<file path="config.mk">
export PLATFORM = sky130hd
export DESIGN_NAME = opb_reg_master
export DESIGN_NICKNAME = d
export VERILOG_FILES = /design/src/rtl/opb_mst_pkg.sv /design/src/rtl/opb_req_fifo.sv /design/src/rtl/opb_reg_master.sv
export SDC_FILE = /design/constraint.sdc
export NUM_CORES = 1
export LEC_CHECK = 0
export ABC_AREA = 1
export CORE_ASPECT_RATIO = 1.1
export CORE_MARGIN = 5
export CORE_UTILIZATION = 59
export CTS_BUF_LIST = sky130_fd_sc_hd__clkbuf_16
export DETAILED_ROUTE_END_ITERATION = 10
export GPL_TIMING_DRIVEN = 0
export HOLD_SLACK_MARGIN = 0.03
export PLACE_DENSITY = 0.95
export SLEW_MARGIN = 10
export SYNTH_ARGS = -nofsm -noshare
export SYNTH_HDL_FRONTEND = slang
export SYNTH_SLANG_ARGS = --single-unit
</file>
<file path="constraint.sdc">
create_clock -name OPB_CLK -period 10.3 [get_ports OPB_CLK]
set_clock_uncertainty 0.05 [all_clocks]
set_input_delay 3.09 -clock OPB_CLK [delete_from_list [all_inputs] [get_ports OPB_CLK]]
set_output_delay 3.09 -clock OPB_CLK [all_outputs]
set_load 0.02 [all_outputs]
</file>
<file path="src/rtl/opb_mst_pkg.sv">
// Shared types for the OPB register master: request record, FSM states, widths.
// Build option: OPB_MST_READBACK_EN adds the write-verify (VFY) state.
package opb_mst_pkg;

    localparam int OPB_AW = 32;
    localparam int OPB_DW = 32;
    localparam int CNT_W  = 4;

    typedef struct packed {
        logic              wr;
        logic [OPB_AW-1:0] addr;
        logic [OPB_DW-1:0] wdata;
    } opb_req_t;

    typedef enum logic [2:0] {
        S_IDLE = 3'd0,
        S_WR   = 3'd1,
        S_RD   = 3'd2,
`ifdef OPB_MST_READBACK_EN
        S_VFY  = 3'd5,
`endif
        S_RSP  = 3'd3,
        S_GAP  = 3'd4
    } opb_state_t;

endpackage

</file>
<file path="src/rtl/opb_req_fifo.sv">
// Request FIFO for the OPB master; head is the incoming request when empty,
// so an idle master can issue a push in the same cycle it is accepted.
module opb_req_fifo
    import opb_mst_pkg::*;
#(
    parameter int FIFO_DEPTH = 4
) (
    input  logic     OPB_CLK,
    input  logic     OPB_RST,
    input  logic     push,
    input  opb_req_t din,
    input  logic     pop,
    output opb_req_t dout,
    output logic     full,
    output logic     empty
);

    localparam int PTR_W = $clog2(FIFO_DEPTH);
    localparam int CW    = PTR_W + 1;
    localparam logic [CW-1:0]    DEPTH_C = CW'(FIFO_DEPTH);
    localparam logic [CW-1:0]    CNT_ONE = CW'(1);
    localparam logic [PTR_W-1:0] PTR_ONE = PTR_W'(1);

    opb_req_t         mem [FIFO_DEPTH];
    logic [PTR_W-1:0] wr_ptr;
    logic [PTR_W-1:0] rd_ptr;
    logic [CW-1:0]    count;
    logic             do_wr;
    logic             do_rd;

    assign full  = (count == DEPTH_C);
    assign empty = (count == '0);
    assign dout  = empty ? din : mem[rd_ptr];
    assign do_rd = pop && !empty;
    assign do_wr = push && !full && !(pop && empty);

    // Pointer and occupancy bookkeeping; reset flushes the queue
    always_ff @(posedge OPB_CLK or posedge OPB_RST) begin
        if (OPB_RST) begin
            wr_ptr <= '0;
            rd_ptr <= '0;
            count  <= '0;
        end else begin
            if (do_wr) wr_ptr <= wr_ptr + PTR_ONE;
            if (do_rd) rd_ptr <= rd_ptr + PTR_ONE;
            if (do_wr && !do_rd)
                count <= count + CNT_ONE;
            else if (!do_wr && do_rd)
                count <= count - CNT_ONE;
        end
    end

    // Storage array, written only on accepted pushes
    always_ff @(posedge OPB_CLK) begin
        if (do_wr) mem[wr_ptr] <= din;
    end

endmodule

</file>
<file path="src/rtl/opb_reg_master.sv">
// OPB initiator: queued register requests become single-beat RE/WE strobes.
// Build option: OPB_MST_READBACK_EN re-reads each write and flags mismatches.
module opb_reg_master
    import opb_mst_pkg::*;
#(
    parameter int          FIFO_DEPTH  = 4,
    parameter int          RD_LAT      = 1,
    parameter int          IDLE_GAP    = 1,
    parameter logic [31:0] VERIFY_MASK = 32'h0000FFFF
) (
    input  logic        OPB_CLK,
    input  logic        OPB_RST,
    input  logic        REQ_VALID,
    output logic        REQ_READY,
    input  logic        REQ_WR,
    input  logic [31:0] REQ_ADDR,
    input  logic [31:0] REQ_WDATA,
    output logic        RSP_VALID,
    output logic        RSP_WR,
    output logic [31:0] RSP_RDATA,
    output logic        RSP_ERR,
    output logic        BUSY,
    output logic [31:0] OPB_ADDR,
    output logic [31:0] OPB_WDATA,
    output logic        OPB_RE,
    output logic        OPB_WE,
    input  logic [31:0] OPB_RDATA
);

    localparam logic [CNT_W-1:0] LAT_M1  = CNT_W'(RD_LAT - 1);
    localparam logic [CNT_W-1:0] GAP_M1  = CNT_W'(IDLE_GAP - 1);
    localparam logic [CNT_W-1:0] CNT_ONE = CNT_W'(1);

    opb_state_t       state_q, state_d;
    logic [CNT_W-1:0] cnt_q, cnt_d;
    opb_req_t         req_in, head;
    logic             push, pop, full, empty, avail;
    logic             re_d, we_d, rsp_valid_d, rsp_wr_d;
    logic [31:0]      addr_d, wdata_d, rsp_rdata_d;
`ifdef OPB_MST_READBACK_EN
    logic [31:0]      wd_q, wd_d;
    logic             rsp_err_d;
`endif

    assign req_in    = '{wr: REQ_WR, addr: REQ_ADDR, wdata: REQ_WDATA};
    assign push      = REQ_VALID && !full;
    assign avail     = !empty || push;
    assign REQ_READY = !full;
    assign BUSY      = !empty || (state_q != S_IDLE);

    opb_req_fifo #(
        .FIFO_DEPTH(FIFO_DEPTH)
    ) u_fifo (
        .OPB_CLK(OPB_CLK),
        .OPB_RST(OPB_RST),
        .push   (push),
        .din    (req_in),
        .pop    (pop),
        .dout   (head),
        .full   (full),
        .empty  (empty)
    );

    // Next state, latency counter and next registered OPB/response values
    always_comb begin
        state_d     = state_q;
        cnt_d       = cnt_q;
        pop         = 1'b0;
        re_d        = 1'b0;
        we_d        = 1'b0;
        addr_d      = '0;
        wdata_d     = '0;
        rsp_valid_d = 1'b0;
        rsp_wr_d    = 1'b0;
        rsp_rdata_d = '0;
`ifdef OPB_MST_READBACK_EN
        wd_d        = wd_q;
        rsp_err_d   = 1'b0;
`endif
        unique case (state_q)
            S_IDLE: begin
                if (avail) begin
                    pop    = 1'b1;
                    addr_d = head.addr;
                    if (head.wr) begin
                        state_d = S_WR;
                        we_d    = 1'b1;
                        wdata_d = head.wdata;
`ifdef OPB_MST_READBACK_EN
                        wd_d    = head.wdata;
`endif
                    end else begin
                        state_d = S_RD;
                        re_d    = 1'b1;
                        cnt_d   = LAT_M1;
                    end
                end
            end
            S_WR: begin
`ifdef OPB_MST_READBACK_EN
                state_d = S_VFY;
                re_d    = 1'b1;
                addr_d  = OPB_ADDR;
                cnt_d   = LAT_M1;
`else
                state_d     = S_RSP;
                rsp_valid_d = 1'b1;
                rsp_wr_d    = 1'b1;
`endif
            end
            S_RD: begin
                if (cnt_q == '0) begin
                    state_d     = S_RSP;
                    rsp_valid_d = 1'b1;
                    rsp_rdata_d = OPB_RDATA;
                end else begin
                    cnt_d  = cnt_q - CNT_ONE;
                    re_d   = 1'b1;
                    addr_d = OPB_ADDR;
                end
            end
`ifdef OPB_MST_READBACK_EN
            S_VFY: begin
                if (cnt_q == '0) begin
                    state_d     = S_RSP;
                    rsp_valid_d = 1'b1;
                    rsp_wr_d    = 1'b1;
                    rsp_rdata_d = OPB_RDATA;
                    rsp_err_d   = |((OPB_RDATA ^ wd_q) & VERIFY_MASK);
                end else begin
                    cnt_d  = cnt_q - CNT_ONE;
                    re_d   = 1'b1;
                    addr_d = OPB_ADDR;
                end
            end
`endif
            S_RSP: begin
                if (IDLE_GAP == 0) begin
                    state_d = S_IDLE;
                end else begin
                    state_d = S_GAP;
                    cnt_d   = GAP_M1;
                end
            end
            S_GAP: begin
                if (cnt_q == '0) state_d = S_IDLE;
                else             cnt_d   = cnt_q - CNT_ONE;
            end
            default: state_d = S_IDLE;
        endcase
    end

    // FSM state and latency counter
    always_ff @(posedge OPB_CLK or posedge OPB_RST) begin
        if (OPB_RST) begin
            state_q <= S_IDLE;
            cnt_q   <= '0;
        end else begin
            state_q <= state_d;
            cnt_q   <= cnt_d;
        end
    end

    // Registered OPB strobes and response pulse
    always_ff @(posedge OPB_CLK or posedge OPB_RST) begin
        if (OPB_RST) begin
            OPB_RE    <= 1'b0;
            OPB_WE    <= 1'b0;
            OPB_ADDR  <= '0;
            OPB_WDATA <= '0;
            RSP_VALID <= 1'b0;
            RSP_WR    <= 1'b0;
            RSP_RDATA <= '0;
        end else begin
            OPB_RE    <= re_d;
            OPB_WE    <= we_d;
            OPB_ADDR  <= addr_d;
            OPB_WDATA <= wdata_d;
            RSP_VALID <= rsp_valid_d;
            RSP_WR    <= rsp_wr_d;
            RSP_RDATA <= rsp_rdata_d;
        end
    end

`ifdef OPB_MST_READBACK_EN
    // Write data kept for the readback compare, plus the error flag
    always_ff @(posedge OPB_CLK or posedge OPB_RST) begin
        if (OPB_RST) begin
            wd_q    <= '0;
            RSP_ERR <= 1'b0;
        end else begin
            wd_q    <= wd_d;
            RSP_ERR <= rsp_err_d;
        end
    end
`else
    assign RSP_ERR = 1'b0;
`endif

endmodule

</file>
## After elaboration in Yosys (flattened, before gate mapping)

Memory sizes are Yosys's and may differ from the RTL's.
Index checks and enable logic that the tools add are counted.

| word-level totals | value |
|---|---|
| register bits after elaboration | 114 |
| RAM bits | 260 |
| input port bits | 100 |
| memories kept | 1 |

Memory list:

| memory | depth | bits a word | read ports | clocked after memory_dff | write ports | RTL line | source |
|---|---|---|---|---|---|---|---|
| u_fifo.mem | 4 | 65 | 1 | 0 | 1 | opb_req_fifo.sv:24 | `opb_req_t mem [FIFO_DEPTH];` |

| cells by class | value |
|---|---|
| $add $sub $neg | 5 |
| eq/ne operators | 10 |
| mux-type cells | 34 |
| reductions and logical operators | 23 |

Operators with widths:

| cell | count |
|---|---|
| two-way mux 32 bit | 7 |
| two-way mux 65 bit | 1 |
| case mux 32 bit (2 select lines) | 1 |
| two-way mux 3 bit | 5 |
| case mux 3 bit (5 select lines) | 1 |
| two-way mux 1 bit | 12 |
| two-way mux 4 bit | 3 |
| case mux 4 bit (3 select lines) | 1 |
| != test 2 bit, second input constant | 5 |
| logical AND 1 bit | 7 |
| equality test 3 x 2 -> 1 bit, second input constant | 2 |
| equality test 3 bit, second input constant | 2 |
| logical NOT 3 bit | 2 |
| nonzero test 3 bit | 2 |
| logical NOT 1 bit | 5 |
| adder 2 x 1 -> 2 bit, second input constant | 2 |
| logical NOT 4 bit | 1 |
| case mux 1 bit (2 select lines) | 2 |
| AND reduction 4 bit | 1 |
| subtractor 4 x 1 -> 4 bit, second input constant | 1 |
| adder 3 x 1 -> 3 bit, second input constant | 1 |
| equality test 3 x 1 -> 1 bit, second input constant | 1 |
| AND reduction 3 bit | 1 |
| subtractor 3 x 1 -> 3 bit, second input constant | 1 |
| 4 further kinds | 5 |

## Depth between registers and ports, before layout

| depth | value |
|---|---|
| word-level depth | 13 |
| depth in mapped cells | 14 |

## Cells and area by module

Synthesis repeated with hierarchy kept, for this count alone.

| second synthesis, totals | value |
|---|---|
| cells, all modules | 1714 |
| area total of the unflattened synthesis | 16345.7 sq um |

By module, submodules not included:

| module | instances | cells each | area an instance (sq um) | seq. area each (sq um) |
|---|---|---|---|---|
| opb_req_fifo | 1 | 1286 | 12218.0 | 7982.7 |
| opb_reg_master | 1 | 428 | 4127.7 | 2677.6 |

## Least setup slack after synthesis

OpenSTA, ideal clock, no wires.

| path | value |
|---|---|
| path kind | input to register |
| from | input port REQ_VALID |
| to | memory u_fifo.mem[0][0] (netlist bit) (enable) |
| data arrival time | 6116 ps |
| required time | 9761 ps |
| path slack | 3645 ps |
| stages on the path | 3 |
| path through | buf_2 > nand3_2 > nor2_1 |

| on the way | value |
|---|---|
| word-level cells in the longest chain between the ends | 9 |
| elaborated cells between the ends (all ways) | 10 |

Ends and longest elaborated chain:

| element | RTL line | source |
|---|---|---|
| start: declaration | opb_reg_master.sv:13 | `input logic REQ_VALID,` |
| logical AND 1 bit (*) | opb_reg_master.sv:46 | `assign push = REQ_VALID && !full;` |
| logical OR 1 bit | opb_reg_master.sv:47 | `assign avail = !empty \|\| push;` |
| two-way mux 1 bit | opb_reg_master.sv:82 | `if (avail) begin` |
| two-way mux 1 bit | opb_reg_master.sv:80 | `unique case (state_q)` |
| logical AND 1 bit | opb_req_fifo.sv:35 | `assign do_wr = push && !full && !(pop && empty);` |
| logical NOT 1 bit | opb_req_fifo.sv:35 |  |
| logical AND 1 bit (*) | opb_req_fifo.sv:35 |  |
| two-way mux 1 bit (*) | opb_req_fifo.sv:55 | `if (do_wr) mem[wr_ptr] <= din;` |
| two-way mux 1 bit (not written as such) (*) | opb_req_fifo.sv:55 |  |
| end: declaration | opb_req_fifo.sv:24 |  |

Mark *: on every way between the ends. The rest lies on a longest branch, timed or not.

## Worst setup path in the final report

| path | value |
|---|---|
| from | register u_fifo.count[0] |
| to | output port BUSY |

| on the way | value |
|---|---|
| word-level cells in the longest chain between the ends | 3 |

Ends and longest elaborated chain:

| element | RTL line | source |
|---|---|---|
| start: declaration | opb_req_fifo.sv:27 | `logic [CW-1:0] count;` |
| start signal: assignment | opb_req_fifo.sv:47 | `count <= count + CNT_ONE;` |
| start signal: assignment | opb_req_fifo.sv:49 | `count <= count - CNT_ONE;` |
| logical NOT 3 bit | opb_req_fifo.sv:32 | `assign empty = (count == '0);` |
| logical NOT 1 bit | opb_reg_master.sv:49 | `assign BUSY = !empty \|\| (state_q != S_IDLE);` |
| logical OR 1 bit | opb_reg_master.sv:49 |  |
| end: declaration | opb_reg_master.sv:22 | `output logic BUSY,` |

No other way between the ends.

==> flow_summary.toml <==
[status]
outcome = "complete, no violations"

[synthesis]
yosysTopAreaCell = "edfxtp_1"
async_flop_share_pct = 30.48
synth_area_um2 = 14630
netlist_instances = 1180
yosysMostFrequentCell = "edfxtp_1"
yosysTopAreaCellShare_pct = 53.38
synth.net_count = 1287
yosysUniqueCellTypes = 33
synth_ff_type = "edfxtp_1"
yosysSeqAreaShare_pct = 72.88
synth-edff-count = 260
synth.top_cells.by_count = "260 x edfxtp_1, 252 x nand2_1, 114 x dfrtp_1"
synthTopCellsByArea = "edfxtp_1 53%, dfrtp_1 20%, nand2_1 6.5%"
ys_seq_elements = 374
yosysWarningCount = 0
avgSynthCellArea_um2 = 12.40

[cells_and_area]
layout-drive-gt1-share_pct = 11.68
final-seq-area_um2 = 10660
syn2layout_area_growth_pct = 25.93
fin_nets = 1535
multiInputGateArea_um2 = 3467
fillCellCount = 1384

[placement]
portBuffers = 200
gp_congestion = 0.8125
place_hpwl_um = 24500
place_ws_ps = 5104

[clock_tree]
cts_resized = 0
clock-sinks = 374
path_clk_slew_ps = 60
cts_max_path_buffers = 3
cts_hold_buf = 0
worstSkewPairLatency_ps = 530
cts_tree = "done"
cts_buffers = 37
post_cts_buffers = 0
htree_num_levels = 2
clockRootBuffer = "clkbuf_16"

[routing]
wl_per_cell_um = 22.17
drt_iter0_markers = 1383
ant_nets = 0
vias_per_cell = 6.055
route.vias.total = 10700
finalWirelength_um = 39170
drtPass1Iterations = 5
drc = 0

[sta]
fin_crit_ps = 5311
setup_tns_ps = 0
hold_ws_ps = 445.8
max_freq_ghz = 0.1883
setup_slack_ps = 4989
setup_violations = 0
rsz0062_at_grt = "no"
timing.final.crit_share_pct = 51.56
worst_slew_pin_slew_ps = 773.3
slew_headroom_pct = 48.32
finalMaxSlewViolations = 0
hold_viol_final = 0

[setup_path]
criticalPathCategory = "flip-flop to primary output"
crit_arrival_ps = 2170
reg2reg_slack_ps = 7610
crit_path_max_fanout = 10
slowest_stage = "clkdlybuf4s50_1"
path_cells = "nor2_2 > nand2_1 > buf_6 > nor2_8 > inv_2 > clkdlybuf4s50_1"
reg2reg_depth = 9
setup.worst_path.start_class = "flip-flop"
r2r-start = "u_fifo.count[0]$_DFFE_PP0P_"
end_kind = "primary output"
max_stage_delay_ps = 540
required_ps = 7160
r2r_end = "u_fifo.mem[3][51]$_DFFE_PP_"

[pwr]
p_total_w = 0.005584
p_int_w = 0.003473
ir_drop_v = 0.0001712
p_comb_share_pct = 38.5
clock_power_share_pct = 23.6
swShare_pct = 37.80
leakagePower_nw = 7.161
p_switching_w = 0.002110
seq_power_share_pct = 37.9
power_density_nw_per_um2 = 303.2

[min_path]
holdCritPathClass = "flip-flop to flip-flop"
hp-start = "OPB_ADDR[25]$_DFFE_PP0P_"
hold-path-cell-count = 2
hold_end = "OPB_ADDR[25]$_DFFE_PP0P_"

[global_routing]
antenna_found_initial = 1
grt_overflow_total = 0
track_usage_pct = 27.33
grt_first_pass_wirelength_um = 60230
grt_pass1_vias = 11060
grt_start_max_net_pins = 70

[die]
rows = 60
die_h_um = 175.1
core_area_um2 = 24470
die_w_um = 160.1
dieArea_um2 = 28040
start_util_pct = 59.76
io_pins = 203

[flow_run]
drv_cap = 0
stage by stage:
| step | utilization, % | cell area (um^2) | cells |
|---|---|---|---|
| final | 75.26 | 18420 | 1767 |
| after global routing | 75.26 | 18420 | 1767 |
| after CTS | 75.25 | 18420 | 1766 |
| after detailed placement | 70.47 | 17250 | 1699 |
| after global placement | 69.53 | 17020 | 1690 |
| after floorplan | - | 14630 | 1180 |
per-layer routing:
metal / global-route usage (%) / share of wire [%] / up-vias
li1: - / - / 4634
met1: 33.97 / 34 / 5154
met2: 47.46 / 52 / 785
met3: 4.671 / 9.6 / 126
met4: 12.01 / 3.8 / 0
met5: 0 / 0 / -
worst max path at each step:
stage / startpoint / endpoint / slack [ps] / cells after the start
after floorplan: REQ_VALID / u_fifo.mem[0][0]$_DFFE_PP_ / 3650 / 3
after detailed placement: REQ_VALID / u_fifo.mem[3][55]$_DFFE_PP_ / 5100 / 5
after global placement: REQ_VALID / u_fifo.mem[3][23]$_DFFE_PP_ / 1470 / 3
final: u_fifo.count[0]$_DFFE_PP0P_ / BUSY / 4990 / 6
after global routing: u_fifo.count[0]$_DFFE_PP0P_ / BUSY / 4910 / 6
after CTS: u_fifo.count[0]$_DFFE_PP0P_ / BUSY / 4980 / 6
final cells by class:
class	instances	share of cell area (%)
plain buffers	72	2.140
flip-flops and latches	374	57.88
inverters	36	0.7608
multi-input cells	698	18.82
clock buffers	37	5.027
well taps	310	2.106
repair buffers	209	11.93
diodes	1	0.01359
clock inverters	30	1.325
sequential cells by signal, indices dropped and copies added (netlist names):
register	flops
OPB_ADDR	32
OPB_RE	1
OPB_WDATA	32
OPB_WE	1
RSP_RDATA	32
RSP_VALID	1
RSP_WR	1
cnt_q	4
state_q	3
u_fifo.count	3
u_fifo.mem	260
u_fifo.rd_ptr	2
u_fifo.wr_ptr	2
layout by cell type, fill, tap and decap left out, drive strengths merged:
| master | count |
|---|---|
| edfxtp | 260 |
| nand2 | 254 |
| clkdlybuf4s50 | 200 |
| nor2 | 115 |
| dfrtp | 114 |
| a21oi | 98 |
| nand3 | 79 |
| o21ai | 70 |
| buf | 64 |
| clkbuf | 54 |
| inv | 50 |
| a22oi | 32 |
| o22ai | 32 |
| clkinv | 11 |
| ha | 6 |
| xor2 | 4 |
| bufinv | 4 |
| nand3b | 2 |
| diode | 1 |
| xnor2 | 1 |
| mux2 | 1 |
| or2 | 1 |
| nand4 | 1 |
| fa | 1 |
| conb | 1 |
| clkinvlp | 1 |
power groups by stage:
stage	clock network, W	registers (W)	logic (W)
2_1_floorplan	0	0.00227	0.00114
3_3_place_gp	0	0.00215	0.00193
3_5_place_dp	0	0.00213	0.00208
4_1_cts	0.00132	0.00211	0.00213
5_1_grt	0.00139	0.00214	0.00230
6_report	0.00132	0.00211	0.00215
worst max-delay path, delay by kind of cell (launching register included):
kind	cells	cell delay (ps)
DFF	1	440
and+or+nand+nor	3	440
buffers and inverters	3	770
kinds of logic after synthesis:
family	Yosys count	synth area share, %
AOI/OAI and AO/OA	232	9.530
xor gates and xnor gates	5	0.2994
adders and majority gates	7	0.6501
buffers and inverters	108	3.619
DFF	374	72.88
muxes	1	0.07698
other	1	0.02564
and+or+nand+nor	452	12.92
(Power assumes the default switching activity.)
